--- src/rtl/ad9226_pkg.sv ---
// Shared types for the AD9226 dual-channel capture path: sample word, FSM states
// and the bit-order fix for channel 1, whose data pins are wired MSB-to-LSB.
package ad9226_pkg;

  localparam int SAMPLE_MSB = 11;

  typedef logic [SAMPLE_MSB:0] sample_t;

  typedef enum logic [2:0] {
    ST_IDLE    = 3'd0,
    ST_WARMUP  = 3'd1,
    ST_CAPTURE = 3'd2,
    ST_DRAIN   = 3'd3,
    ST_DONE    = 3'd4
  } cap_state_t;

  function automatic sample_t bitrev(input sample_t s);
    sample_t r;
    for (int i = 0; i <= SAMPLE_MSB; i++) begin
      r[i] = s[SAMPLE_MSB-i];
    end
    return r;
  endfunction

endpackage

--- src/rtl/ad9226_clk_gen.sv ---
// ADC clock divider: high for the first half of each period, strobe at the falling edge.
// Counter sits at zero while disabled, so every enable starts a fresh high phase.
module ad9226_clk_gen #(
  parameter int CLK_DIV = 4
) (
  input  logic clk,
  input  logic rst_n,
  input  logic en,
  output logic adc_clk,
  output logic sample_stb,
  output logic period_wrap
);

  localparam int DIV_W = (CLK_DIV > 2) ? $clog2(CLK_DIV) : 1;
  localparam logic [DIV_W-1:0] HALF = DIV_W'(CLK_DIV / 2);
  localparam logic [DIV_W-1:0] LAST = DIV_W'(CLK_DIV - 1);

  logic [DIV_W-1:0] div_q;
  logic [DIV_W-1:0] div_d;

  always_comb begin
    div_d = '0;
    if (en) begin
      div_d = (div_q == LAST) ? '0 : div_q + 1'b1;
    end
  end

  always_ff @(posedge clk) begin
    if (!rst_n) begin
      div_q <= '0;
    end else begin
      div_q <= div_d;
    end
  end

  assign adc_clk     = en && (div_q < HALF);
  assign sample_stb  = en && (div_q == HALF);
  assign period_wrap = en && (div_q == LAST);

endmodule

--- src/rtl/ad9226_capture_ctrl.sv ---
// Dual AD9226 burst capture: start -> warm-up of PIPE_LAT ADC periods -> BURST_LEN pairs.
// Single-entry output register, m_valid one cycle after each strobe; a strobe while stalled drops the sample and sets overflow.
module ad9226_capture_ctrl
  import ad9226_pkg::*;
#(
  parameter int AD9226_MSB = 11,
  parameter int CLK_DIV    = 4,
  parameter int PIPE_LAT   = 7,
  parameter int BURST_LEN  = 1024
) (
  input  logic                         CLOCK_50,
  input  logic                         RESET_N,
  input  logic                         start,
  input  logic                         stop,
  output logic                         ADC_CLK_0,
  output logic                         ADC_CLK_1,
  input  logic [AD9226_MSB:0]          ADC_DATA_0,
  input  logic [AD9226_MSB:0]          ADC_DATA_1,
  output logic                         m_valid,
  input  logic                         m_ready,
  output logic [AD9226_MSB:0]          m_data0,
  output logic [AD9226_MSB:0]          m_data1,
  output logic [$clog2(BURST_LEN)-1:0] m_index,
  output logic                         busy,
  output logic                         done,
  output logic                         overflow
);

  localparam int IDX_W = $clog2(BURST_LEN);
  localparam int WU_W  = $clog2(PIPE_LAT + 1);

  cap_state_t state_q, state_d;
  logic [WU_W-1:0]       wu_q, wu_d;
  logic [IDX_W-1:0]      cnt_q, cnt_d;
  logic                  vld_q, vld_d;
  logic [AD9226_MSB:0]   d0_q, d0_d;
  logic [AD9226_MSB:0]   d1_q, d1_d;
  logic [IDX_W-1:0]      idx_q, idx_d;
  logic                  ovf_q, ovf_d;

  logic clk_en;
  logic adc_clk;
  logic sample_stb;
  logic period_wrap;

  assign clk_en = (state_q == ST_WARMUP) || (state_q == ST_CAPTURE);

  ad9226_clk_gen #(
    .CLK_DIV(CLK_DIV)
  ) u_clk_gen (
    .clk        (CLOCK_50),
    .rst_n      (RESET_N),
    .en         (clk_en),
    .adc_clk    (adc_clk),
    .sample_stb (sample_stb),
    .period_wrap(period_wrap)
  );

  always_comb begin
    state_d = state_q;
    wu_d    = wu_q;
    cnt_d   = cnt_q;
    vld_d   = vld_q;
    d0_d    = d0_q;
    d1_d    = d1_q;
    idx_d   = idx_q;
    ovf_d   = ovf_q;

    if (vld_q && m_ready) begin
      vld_d = 1'b0;
    end

    case (state_q)
      ST_IDLE: begin
        if (start && !stop) begin
          state_d = ST_WARMUP;
          wu_d    = '0;
          cnt_d   = '0;
          ovf_d   = 1'b0;
        end
      end
      ST_WARMUP: begin
        if (stop) begin
          state_d = ST_DRAIN;
        end else if (period_wrap) begin
          if (wu_q == WU_W'(PIPE_LAT - 1)) begin
            state_d = ST_CAPTURE;
            wu_d    = '0;
          end else begin
            wu_d = wu_q + 1'b1;
          end
        end
      end
      ST_CAPTURE: begin
        if (stop) begin
          state_d = ST_DRAIN;
        end else if (sample_stb) begin
          cnt_d = cnt_q + 1'b1;
          // A handshake in this same cycle frees the register for the new sample.
          if (!vld_q || m_ready) begin
            vld_d = 1'b1;
            d0_d  = ADC_DATA_0;
            d1_d  = bitrev(ADC_DATA_1);
            idx_d = cnt_q;
          end else begin
            ovf_d = 1'b1;
          end
          if (cnt_q == IDX_W'(BURST_LEN - 1)) begin
            state_d = ST_DRAIN;
          end
        end
      end
      ST_DRAIN: begin
        if (!vld_q) begin
          state_d = ST_DONE;
        end
      end
      ST_DONE: begin
        state_d = ST_IDLE;
      end
      default: begin
        state_d = ST_IDLE;
      end
    endcase
  end

  always_ff @(posedge CLOCK_50) begin
    if (!RESET_N) begin
      state_q <= ST_IDLE;
      wu_q    <= '0;
      cnt_q   <= '0;
      vld_q   <= 1'b0;
      d0_q    <= '0;
      d1_q    <= '0;
      idx_q   <= '0;
      ovf_q   <= 1'b0;
    end else begin
      state_q <= state_d;
      wu_q    <= wu_d;
      cnt_q   <= cnt_d;
      vld_q   <= vld_d;
      d0_q    <= d0_d;
      d1_q    <= d1_d;
      idx_q   <= idx_d;
      ovf_q   <= ovf_d;
    end
  end

  assign ADC_CLK_0 = adc_clk;
  assign ADC_CLK_1 = adc_clk;
  assign m_valid   = vld_q;
  assign m_data0   = d0_q;
  assign m_data1   = d1_q;
  assign m_index   = idx_q;
  assign busy      = (state_q != ST_IDLE);
  assign done      = (state_q == ST_DONE);
  assign overflow  = ovf_q;

endmodule

--- config.mk ---
export PLATFORM = sky130hd
export DESIGN_NAME = ad9226_capture_ctrl
export DESIGN_NICKNAME = d
export VERILOG_FILES = /design/src/rtl/ad9226_pkg.sv /design/src/rtl/ad9226_clk_gen.sv /design/src/rtl/ad9226_capture_ctrl.sv
export SDC_FILE = /design/constraint.sdc
export NUM_CORES = 1
export LEC_CHECK = 0
export ABC_AREA = 1
export CAP_MARGIN = 25
export CORE_MARGIN = 2
export CORE_UTILIZATION = 49
export DETAILED_ROUTE_END_ITERATION = 10
export PLACE_DENSITY = 0.82
export SYNTH_ARGS = -nofsm -noshare
export SYNTH_HDL_FRONTEND = slang
export SYNTH_SLANG_ARGS = --single-unit
export TNS_END_PERCENT = 5
--- constraint.sdc ---
create_clock -name CLOCK_50 -period 3.3 [get_ports CLOCK_50]
set_clock_uncertainty 0.05 [all_clocks]
set_input_delay 0.825 -clock CLOCK_50 [delete_from_list [all_inputs] [get_ports CLOCK_50]]
set_output_delay 0.825 -clock CLOCK_50 [all_outputs]
set_load 0.05 [all_outputs]
==> impl_metrics.tcl <==
set metrics [dict create \
    outcome "finished, final reports clean" \
    clockBufferDepth 2 \
    postRouteAntennaNets 0 \
    root_buffer "clkbuf_8" \
    path_class "reg -> out" \
    ir_worst_vdd_v 0.000541 \
    yosysWarnings 0 \
    p_leak_nw 1.22 \
    netlist_area_sq_um 2380 \
    dieArea_sq_um 5420 \
    final_cell_mix "102 x nor2_1, 67 x clkdlybuf4s50_1, 57 x nand2_1, 54 x dfxtp_1, 34 x o21ai_0" \
    syn-mean-instance-area_sq_um 7.01 \
    drtIter0Drc 99 \
    cts_tree "yes" \
    hold_viol_final 0 \
    insertion_delay_ns 0.31 \
    seq_area_sq_um 1080 \
    drive_gt1_share_pct 3.72 \
    area_growth_pct 32.9 \
    final_common_cell "nor2_1" \
    cts_resized 0 \
    maxCapViolCount 0 \
    drt-total-wl_mm 5.30 \
    crit_fanout 5 \
    grt_pass1_wl_mm 8.72 \
    cts-hold-fix-buffers 0 \
    syn-instance-count 339 \
    antenna_cells 0 \
    detail_route.wl_per_cell_um 11.6 \
    cts.sinks 54 \
    hold_ws_ns 0.407 \
    min_period_over_period_pct 94.4 \
    grt_max_degree 40 \
    multi_input_area_sq_um 1080 \
    nets 434 \
    drt-pass1-iter-count 4 \
    place.gp.congestion 0.827 \
    hp-class "reg -> reg" \
    io_pins 69 \
    relSlewSlack_pct 65.1 \
    synth_cell_types 24 \
    start_kind "register" \
    tns_ns 0 \
    crit_arrival_ns 2.24 \
    design.core.area_sq_um 4690 \
    p_per_area_nw_per_um2 525 \
    num-fill-cells 424 \
    required_ns 2.42 \
    dp_hpwl_mm 3.79 \
    grt_pass1_vias 1996 \
    die_x_um 73.6 \
    seq_area_frac_synth_pct 45.5 \
    grt_usage_pct 20.5 \
    cts_htree_levels 2 \
    vias 2285 \
    cp-end-kind "primary output" \
    setup_violations 0 \
    antenna_found_initial 0 \
    overflow 0 \
    cts_buffers 5 \
    synth-seq-cells 54 \
    rows 25 \
    worst_pin_slew_ns 0.521 \
    port-buffer-count 68 \
    via_per_inst 5.00 \
    post_cts_buffers 0 \
    synthesis.nets 371 \
    drv_slew 0 \
    drc_errors 0 \
    fp.dieH_um 73.6 \
    fmax_mhz 321 \
    period_needed_ns 3.11 \
    clk_pin_slew_ns 0.09 \
    start_util_pct 50.6 \
    rsz0062_at_grt "false" \
]
==> routing by layer <==
layer | track usage [%] | routed length [um] | vias to the layer above
met5 | 0 | 0 | -
met2 | 35.9 | 2390 | 91
met3 | 4.39 | 399 | 7
met4 | 6.06 | 66 | 0
met1 | 25.2 | 2450 | 999
li1 | - | - | 1188
==> through the flow <==
stage	worst slack, ns	cells	util [%]	cell area [sq um]	power (W)
finish	0.185	457	67.3	3160	0.00166
global route	0.00114	457	67.3	3160	0.00175
CTS	0.167	457	67.2	3150	0.00167
detailed placement	0.540	449	64.8	3040	0.00122
global placement	0.594	449	64.8	3040	0.00122
floorplan	0.573	339	-	2380	0.00110
==> worst paths after layout <==
path | startpoint | to | slack (ns) | depth (start not counted)
setup reg to reg | state_q[2]$_SDFFE_PN0P_ | m_index[9]$_SDFFE_PN0P_ | 1.58 | 7
hold reg to reg | u_clk_gen.div_q[0]$_SDFF_PP0_ | u_clk_gen.div_q[0]$_SDFF_PP0_ | 0.41 | 1
setup / recovery | state_q[0]$_SDFFE_PN0P_ | ADC_CLK_1 | 0.19 | 7
hold / removal | u_clk_gen.div_q[0]$_SDFF_PP0_ | u_clk_gen.div_q[0]$_SDFF_PP0_ | 0.41 | 1
==> power breakdown <==
group / internal [W] / switching (W)
registers: 0.000686 / 0.0000411
clock network: 0.000228 / 0.000218
logic: 0.000165 / 0.000320
==> kinds of logic (layout without fill, tap and decap cells) <==
family,after synthesis,in the layout,synth area share [%]
AO/OA/AOI/OAI,50,50,11.2
XOR/XNOR,1,1,0.369
adder cells (fa/ha/maj),3,3,1.58
buffers and inverters,45,109,8.95
flip-flops,54,54,45.5
AND/OR/NAND/NOR,186,186,32.4
==> worst max-delay path: stages (launching register included) <==
cell and delay, ns:
dfxtp_1 0.44, inv_1 0.11, nor2_1 0.18, nand2_1 0.13, nand2_1 0.10, inv_1 0.06, nor2_1 0.11, clkdlybuf4s50_1 0.81
==> cells in the mapped netlist <==
| cell | instances | area share [%] |
|---|---|---|
| clkbuf_1 | 4 | 0.63 |
| a21oi_1 | 10 | 2.1 |
| clkbuf_2 | 3 | 0.63 |
| buf_4 | 2 | 0.63 |
| buf_6 | 4 | 1.9 |
| dfxtp_1 | 54 | 45 |
| o21ai_4 | 1 | 0.68 |
| nand3_1 | 14 | 2.9 |
| nand2_4 | 1 | 0.47 |
| nand4_1 | 3 | 0.79 |
| nor2_1 | 102 | 16 |
| nand2_1 | 57 | 9.0 |
| xor2_1 | 1 | 0.37 |
| nand3_4 | 1 | 0.74 |
| o21a_1 | 1 | 0.32 |
| nand3b_1 | 1 | 0.32 |
| nor3_1 | 5 | 1.1 |
| o211ai_1 | 1 | 0.32 |
| nor2_4 | 2 | 0.95 |
| o21ai_1 | 3 | 0.63 |
| ha_1 | 3 | 1.6 |
| inv_4 | 1 | 0.26 |
| o21ai_0 | 34 | 7.2 |
| inv_1 | 31 | 4.9 |
==> flip-flops by register name, indices dropped and copies added (netlist names) <==
signal and flops:
state_q 3, m_valid 1, cnt_q 10, overflow 1, m_data0 12, wu_q 3
m_data1 12, u_clk_gen.div_q 2, m_index 10
==> area by class of cell <==
type	count	area share, %
repair buffers	69	21.9
clock inverters	3	1.39
multi-input cells	240	34.3
well taps	54	2.14
flip-flops and latches	54	34.2
clock buffers	5	2.18
inverters	32	3.88
Note: power is estimated with default switching activity, not from simulation.
